## src/rtl/instruction_fetch.sv

```systemverilog
// Fetch stage: owns the PC, drives the instruction memory address and registers the returned word.
// Define FETCH_COUNT_EN to add a saturating 32-bit count of fetched instructions.
module instruction_fetch #(
   parameter int ADDR_W   = 10,
   parameter int DATA_W   = 32,
   parameter int RESET_PC = 0
) (
   input  logic              CLK,
   input  logic              RST,
   input  logic              START,
   input  logic              HALT_REQ,
   input  logic              STALL,
   input  logic              REDIRECT,
   input  logic [ADDR_W-1:0] REDIRECT_PC,
   output logic [ADDR_W-1:0] IM_ADDRESS,
   input  logic [DATA_W-1:0] IM_Q,
   output logic [DATA_W-1:0] IR,
   output logic [ADDR_W-1:0] IR_PC,
   output logic              IR_VALID,
   output logic              RUNNING
`ifdef FETCH_COUNT_EN
   ,
   output logic [31:0]       FETCH_COUNT
`endif
);

   localparam logic [1:0] ST_IDLE   = 2'd0;
   localparam logic [1:0] ST_RUN    = 2'd1;
   localparam logic [1:0] ST_HALTED = 2'd2;

   localparam logic [ADDR_W-1:0] RESET_PC_W = ADDR_W'(RESET_PC);

   logic [1:0]        state_q, state_d;
   logic [ADDR_W-1:0] pc_q, pc_d;
   logic [DATA_W-1:0] ir_q, ir_d;
   logic [ADDR_W-1:0] ir_pc_q, ir_pc_d;
   logic              ir_valid_q, ir_valid_d;
   logic              advance;

   // Redirect wins over stall so a taken branch is never lost behind a decode stall.
   always_comb begin
      state_d    = state_q;
      pc_d       = pc_q;
      ir_d       = ir_q;
      ir_pc_d    = ir_pc_q;
      ir_valid_d = ir_valid_q;
      advance    = 1'b0;
      case (state_q)
         ST_RUN: begin
            if (HALT_REQ) begin
               state_d    = ST_HALTED;
               ir_valid_d = 1'b0;
            end else if (REDIRECT) begin
               pc_d       = REDIRECT_PC;
               ir_valid_d = 1'b0;
            end else if (!STALL) begin
               advance    = 1'b1;
               ir_d       = IM_Q;
               ir_pc_d    = pc_q;
               ir_valid_d = 1'b1;
               pc_d       = pc_q + ADDR_W'(1);
            end
         end
         ST_IDLE, ST_HALTED: begin
            ir_valid_d = 1'b0;
            if (START) begin
               state_d = ST_RUN;
            end
         end
         default: begin
            state_d    = ST_IDLE;
            ir_valid_d = 1'b0;
         end
      endcase
   end

   always_ff @(posedge CLK) begin
      if (RST) begin
         state_q    <= ST_IDLE;
         pc_q       <= RESET_PC_W;
         ir_q       <= '0;
         ir_pc_q    <= '0;
         ir_valid_q <= 1'b0;
      end else begin
         state_q    <= state_d;
         pc_q       <= pc_d;
         ir_q       <= ir_d;
         ir_pc_q    <= ir_pc_d;
         ir_valid_q <= ir_valid_d;
      end
   end

`ifdef FETCH_COUNT_EN
   logic [31:0] fetch_count_q, fetch_count_d;

   always_comb begin
      fetch_count_d = fetch_count_q;
      if (advance && (fetch_count_q != 32'hFFFF_FFFF)) begin
         fetch_count_d = fetch_count_q + 32'd1;
      end
   end

   always_ff @(posedge CLK) begin
      if (RST) begin
         fetch_count_q <= '0;
      end else begin
         fetch_count_q <= fetch_count_d;
      end
   end

   assign FETCH_COUNT = fetch_count_q;
`else
   logic unused_advance;
   assign unused_advance = advance;
`endif

   assign IM_ADDRESS = pc_q;
   assign IR         = ir_q;
   assign IR_PC      = ir_pc_q;
   assign IR_VALID   = ir_valid_q;
   assign RUNNING    = (state_q == ST_RUN);

endmodule

```

## config.mk

```make
export PLATFORM = sky130hd
export DESIGN_NAME = instruction_fetch
export DESIGN_NICKNAME = d
export VERILOG_FILES = /design/src/rtl/instruction_fetch.sv
export SDC_FILE = /design/constraint.sdc
export NUM_CORES = 1
export LEC_CHECK = 0
export ABC_CLOCK_PERIOD_IN_PS = 4600
export CAP_MARGIN = 5
export CORE_AREA = 5 5 78 80
export DETAILED_ROUTE_END_ITERATION = 8
export DIE_AREA = 0 0 83 85
export PLACE_DENSITY = 0.87
export SYNTH_ARGS = -nofsm -noshare
export SYNTH_HDL_FRONTEND = slang
export SYNTH_SLANG_ARGS = --single-unit
```

## constraint.sdc

```tcl
create_clock -name CLK -period 4.6 [get_ports CLK]
set_input_delay 0.69 -clock CLK [delete_from_list [all_inputs] [get_ports CLK]]
set_output_delay 0.69 -clock CLK [all_outputs]
set_load 0.05 [all_outputs]
```

==> flow_summary.ini, run 1 <==
[run_status]
status = finished clean

[global_routing]
grt_max_degree = 59
antenna_found_initial = 0
met2_usage_pct = 29.9
grt.met3_usage_pct = 5.05
grt_overflow = 0
grt_pass1_wl_mm = 10.2
grtUsageTotal_pct = 17.1
grt.busiest_layer = met2
gr-usage-met1_pct = 20.9
grt_pass1_vias = 2145

[placement]
place_inst = 437
place_ws_ns = 1.48
port_buffers = 101
placed_area_sq_um = 3210
dp_hpwl_mm = 4.44
gp_congestion = 0.789

[worst_setup_path]
cp-end-kind = register
worstSetupPathType = input port to register
reg2reg_depth = 5
r2r_slack_ns = 2.38
cp_max_fo = 26
required_ns = 4.81
regToRegStartpoint = state_q[0]
arrival_ns = 3.02
cp-start-kind = input port
worst_r2r_endpoint = IR[19]

[floorplan]
die_w_um = 83
start_util_pct = 41.7
dieArea_sq_um = 7060
io_pins = 102
fp.dieH_um = 85
rows = 27
coreArea_sq_um = 5340

[timing]
fin_ws_ns = 1.80
tightest_slew_ns = 1.02
fin_crit_sh_pct = 61.0
fin_worst_skew_ns = 0.00721
max_slew_margin_pct = 32.3
drv_slew = 0
holdWs_ns = 0.456
fin_crit_ns = 2.80
hold_viol = 0
rsz0062_at_grt = no
max_freq_mhz = 357
setup_viol = 0
tns_ns = 0

[clock_tree]
cts_tree = yes
htree_levels = 2
holdBufCountCts = 0
clkTransAtPathRegs_ns = 0.09
clock-root-buffer = clkbuf_8
insertion_delay_ns = 0.30
clockBufferDepth = 2
clkSinkCount = 55
cts_resized = 0
numCtsBuffers = 5
cts_setup_buffers = 0

[logic_synthesis]
synth_edf_count = 0
synth-main-ff-cell = dfxtp_1
ys_types = 33
yosys_warnings = 0
syn_area_sq_um = 2230
ys_seq_elements = 55
seq_area_frac_synth_pct = 49.5
syn_nets = 333
synthArstFlopShare_pct = 0
synthesis.instances = 284
synth_area_per_cell_sq_um = 7.84

[cells_and_area]
nNetsFinal = 421
fin_area_sq_um = 3310
drive_gt1_share_pct = 3.22
fill_cells = 503
area_growth_pct = 48.6
num_antenna_cells = 0
finalNonFillerCells = 445

[route]
drtIter0Drc = 68
routed_wl_mm = 6.05
detail-route-antenna-nets = 0
vias = 2243
firstDrtPassIters = 4
drc = 0
vias_per_cell = 5.04
wire_per_inst_um = 13.6

[power]
combPwrFrac_pct = 13.1
seqPwrFrac_pct = 55.2
p_clk_share_pct = 31.7
switching_share_pct = 23.8
switchingPower_uw = 212
powerDensity_nw_per_um2 = 269
leakagePower_nw = 1.08
ir_drop_mv = 0.158
cellInternalPower_uw = 677

[job]
max_cap_viol_count = 0

[hold_path]
hp-start = IR[1]
hold_end = IR[1]
holdPathStages = 2
worstHoldPathType = register to register
-- cell type report --
class | instances | area (sq um) | area share, %
Multi-Input combinational cell | 203 | 980 | 29.6
Clock buffer | 8 | 100 | 3.03
Tap cell | 72 | 90.1 | 2.72
Inverter | 4 | 15.0 | 0.454
Timing Repair Buffer | 103 | 1020 | 30.9
Sequential cell | 55 | 1100 | 33.3
-- logic make-up (layout without fill, tap and decap cells) --
| family | Yosys count | count (layout) | synth area share [%] |
|---|---|---|---|
| flops | 55 | 55 | 49.5 |
| simple gates | 126 | 126 | 24.1 |
| mux | 2 | 2 | 0.899 |
| compound gates | 74 | 74 | 18.4 |
| buf+inv | 26 | 115 | 6.52 |
| fa+ha+maj | 1 | 1 | 0.562 |
-- power groups by stage --
stage	clock network, mW	logic [mW]	registers, mW
2_1_floorplan	0	0.0368	0.521
3_3_place_gp	0	0.115	0.501
3_5_place_dp	0	0.117	0.501
4_1_cts	0.289	0.117	0.490
5_1_grt	0.312	0.125	0.492
6_report	0.282	0.116	0.490
-- through the flow --
step | utilization (%) | power, mW
floorplan | - | 0.558
global placement | 60.1 | 0.616
detailed placement | 60.1 | 0.618
CTS | 62.0 | 0.897
global route | 62.0 | 0.928
finish | 62.0 | 0.888
-- worst max-delay path by stage --
stage | from | end | slack [ns] | cells after the start
CTS | REDIRECT | IR[19] | 1.79 | 5
global placement | REDIRECT | IR[31] | 1.60 | 5
detailed placement | REDIRECT | IR[19] | 1.48 | 5
floorplan | HALT_REQ | IR[15] | 2.58 | 7
global route | REDIRECT | IR[7] | 1.60 | 5
finish | REDIRECT | IR[19] | 1.80 | 5
-- cell usage after synthesis (all sizes together), types with 3 or more instances --
master | instances | area, sq um
nand2 | 97 | 364
dfxtp | 55 | 1100
a21oi | 52 | 264
buf | 14 | 100
clkbuf | 8 | 30.0
o21ai | 8 | 40.0
nor2 | 5 | 18.8
nor4 | 5 | 31.3
inv | 4 | 15.0
nand2b | 4 | 25.0
nand3 | 4 | 20.0
nor3 | 4 | 31.3
a31oi | 3 | 18.8
o31ai | 3 | 22.5
-- routing by layer --
| layer | routed length, um | vias up |
|---|---|---|
| met4 | 40 | 0 |
| met2 | 3030 | 80 |
| met3 | 381 | 5 |
| li1 | - | 1124 |
| met5 | 0 | - |
| met1 | 2610 | 1034 |
-- worst max-delay path, cell delays in order --
cell	delay, ns
clkdlybuf4s50_1	0.87
nor3_4	0.83
buf_4	0.39
nand2_1	0.08
a21oi_1	0.14
-- cell usage in the layout, fill, tap and decap left out, types with 2 or more instances in the layout --
| cell type | instances |
|---|---|
| a211oi_1 | 2 |
| a21oi_1 | 51 |
| a31oi_1 | 3 |
| buf_4 | 2 |
| clkbuf_8 | 7 |
| clkdlybuf4s50_1 | 100 |
| dfxtp_1 | 55 |
| inv_1 | 4 |
| mux2i_1 | 2 |
| nand2_1 | 97 |
| nand2b_1 | 4 |
| nand3_1 | 4 |
| nand4_1 | 2 |
| nor2_1 | 5 |
| nor2b_1 | 2 |
| nor3_1 | 3 |
| nor4_1 | 5 |
| o21ai_0 | 8 |
| o31ai_1 | 3 |
-- sequential cells by signal, indices dropped and copies added, names as in the netlist --
signal,cells
IR_VALID,1
IM_ADDRESS,10
IR_PC,10
state_q,2
IR,32
No activity file was read; power rests on OpenSTA's default activity.
==> run 2, diff against run 1 <==
Settings changed: ABC_CLOCK_PERIOD_IN_PS 4600 to 2300, CORE_AREA 5 5 78 80 to 5 5 84 86, DIE_AREA 0 0 83 85 to 0 0 89 91, PLACE_DENSITY 0.87 to 0.79.
Clock period 4.6 ns to 2.3 ns, I/O delays scaled along.
==> run 2 against run 1 <==
Clock power grew to 2.6 times the previous value. Clock skew shrank 0.0013 ns. Die area grew 15%. Non-clock buffer count grew 9. Worst setup slack lost 1.5 ns. Critical path depth shrank 3. Via count shrank 0.45%. Register-to-register slack lost 1.8 ns. Critical path type is now register to primary output. Critical endpoint is now RUNNING. Largest power group unchanged.
==> flow_summary.ini, run 2 (synthesis gave the netlist of run 1 again) <==
[clock_tree]
clockBufferDepth = 2
clkTransAtPathRegs_ns = 0.09
htree_levels = 2
clkSinkCount = 55
insertion_delay_ns = 0.30
numCtsBuffers = 5
holdBufCountCts = 0
cts_tree = yes
cts_setup_buffers = 0
clock-root-buffer = clkbuf_8
cts_resized = 0

[power]
p_clk_share_pct = 37.2
switching_share_pct = 21.7
seqPwrFrac_pct = 50.5
combPwrFrac_pct = 12.3
powerDensity_nw_per_um2 = 568
leakagePower_nw = 1.14
finalPower_mw = 1.94
switchingPower_uw = 421
ir_drop_mv = 0.268
cellInternalPower_mw = 1.52

[placement]
port_buffers = 101
placed_area_sq_um = 3280
gp_congestion = 0.816
dp_hpwl_mm = 4.45

[cells_and_area]
fin_area_sq_um = 3410
layout_common_cells = clkdlybuf4s50_1, nand2_1, dfxtp_1
final_common_cell = clkdlybuf4s50_1
utilization_pct = 55.0
largest_reg_flops = 32
nNetsFinal = 430
drive_gt1_share_pct = 5.50
fill_cells = 590
multiInputGateArea_sq_um = 980
num_antenna_cells = 0
area_growth_pct = 53.3
seqCellArea_sq_um = 1100

[global_routing]
grtUsageTotal_pct = 14.5
grt_max_degree = 41
grt_pass1_vias = 2054
grt_overflow = 0
antenna_found_initial = 0
grt_pass1_wl_mm = 9.64

[job]
max_cap_viol_count = 0

[timing]
setup_viol = 0
max_slew_margin_pct = 53.3
tns_ns = 0
max_freq_mhz = 495
hold_viol = 0
rsz0062_at_grt = no
fin_crit_ns = 2.02
drv_slew = 0
fin_worst_skew_ns = 0.00591
fin_crit_sh_pct = 87.9
tightest_slew_ns = 0.700

[floorplan]
coreArea_sq_um = 6200
die_w_um = 89
rows = 29
start_util_pct = 35.9
dieArea_sq_um = 8100
io_pins = 102
fp.dieH_um = 91

[route]
routed_wl_mm = 5.96
firstDrtPassIters = 4
drc = 0
wire_per_inst_um = 13.0
vias = 2233
detail-route-antenna-nets = 0
vias_per_cell = 4.86
drtIter0Drc = 63

[worst_setup_path]
cp-start-kind = register
cp_max_fo = 4
worstSetupPathType = register to primary output
cp-end-kind = primary output
required_ns = 1.96
arrival_ns = 1.68

[run_status]
status = finished clean

[hold_path]
worstHoldPathType = register to register
-- run 2: cell types whose count changed in the layout (fill, tap and decap cells not counted) --
cell       before  now
buf_4           2   11
clkbuf_8        7    5
bufinv_16       0    2
-- run 2: layout make-up --
| type | instances | share of cell area [%] |
|---|---|---|
| inverter | 4 | 0.440 |
| timing repair buffer | 112 | 31.9 |
| clock inverter | 2 | 1.76 |
| tap | 77 | 2.82 |
| multi-input combinational | 203 | 28.7 |
| sequential | 55 | 32.3 |
| clock buffer | 6 | 2.13 |
-- run 2: critical path, cell delays in order (launching register included) --
cell	delay, ns
dfxtp_1	0.35
nor2b_1	0.18
clkdlybuf4s50_1	0.85
-- run 2: per-layer routing --
| layer | global-route usage [%] | routed length (um) | vias to the layer above |
|---|---|---|---|
| met5 | 0 | 0 | - |
| met3 | 3.53 | 483 | 4 |
| li1 | - | - | 1144 |
| met4 | 2.98 | 38 | 0 |
| met1 | 19.2 | 2560 | 1007 |
| met2 | 23.8 | 2880 | 78 |
-- run 2: per-stage QoR --
stage          setup slack [ns]  cells  hold slack, ns
4_1_cts                   0.263    459           0.461
5_1_grt                   0.164    459           0.478
6_report                  0.279    459           0.457
3_3_place_gp              0.267    451           0.440
3_5_place_dp              0.202    451           0.446
2_1_floorplan             0.616    284           0.468
-- run 2: power groups by stage --
stage	Clock (mW)	Combinational (mW)	Sequential [mW]
6_report	0.721	0.239	0.979
5_1_grt	0.785	0.256	0.982
4_1_cts	0.750	0.240	0.980
3_5_place_dp	0	0.239	1.00
3_3_place_gp	0	0.238	1.00
2_1_floorplan	0	0.0736	1.04
-- run 2: worst paths after layout --
kind | startpoint | to | slack [ns] | depth (start not counted)
setup / recovery | state_q[0] | RUNNING | 0.28 | 2
hold / removal | IR_PC[5] | IR_PC[5] | 0.46 | 2
setup reg to reg | state_q[0] | IM_ADDRESS[6] | 0.63 | 5
hold reg to reg | IR_PC[5] | IR_PC[5] | 0.46 | 2
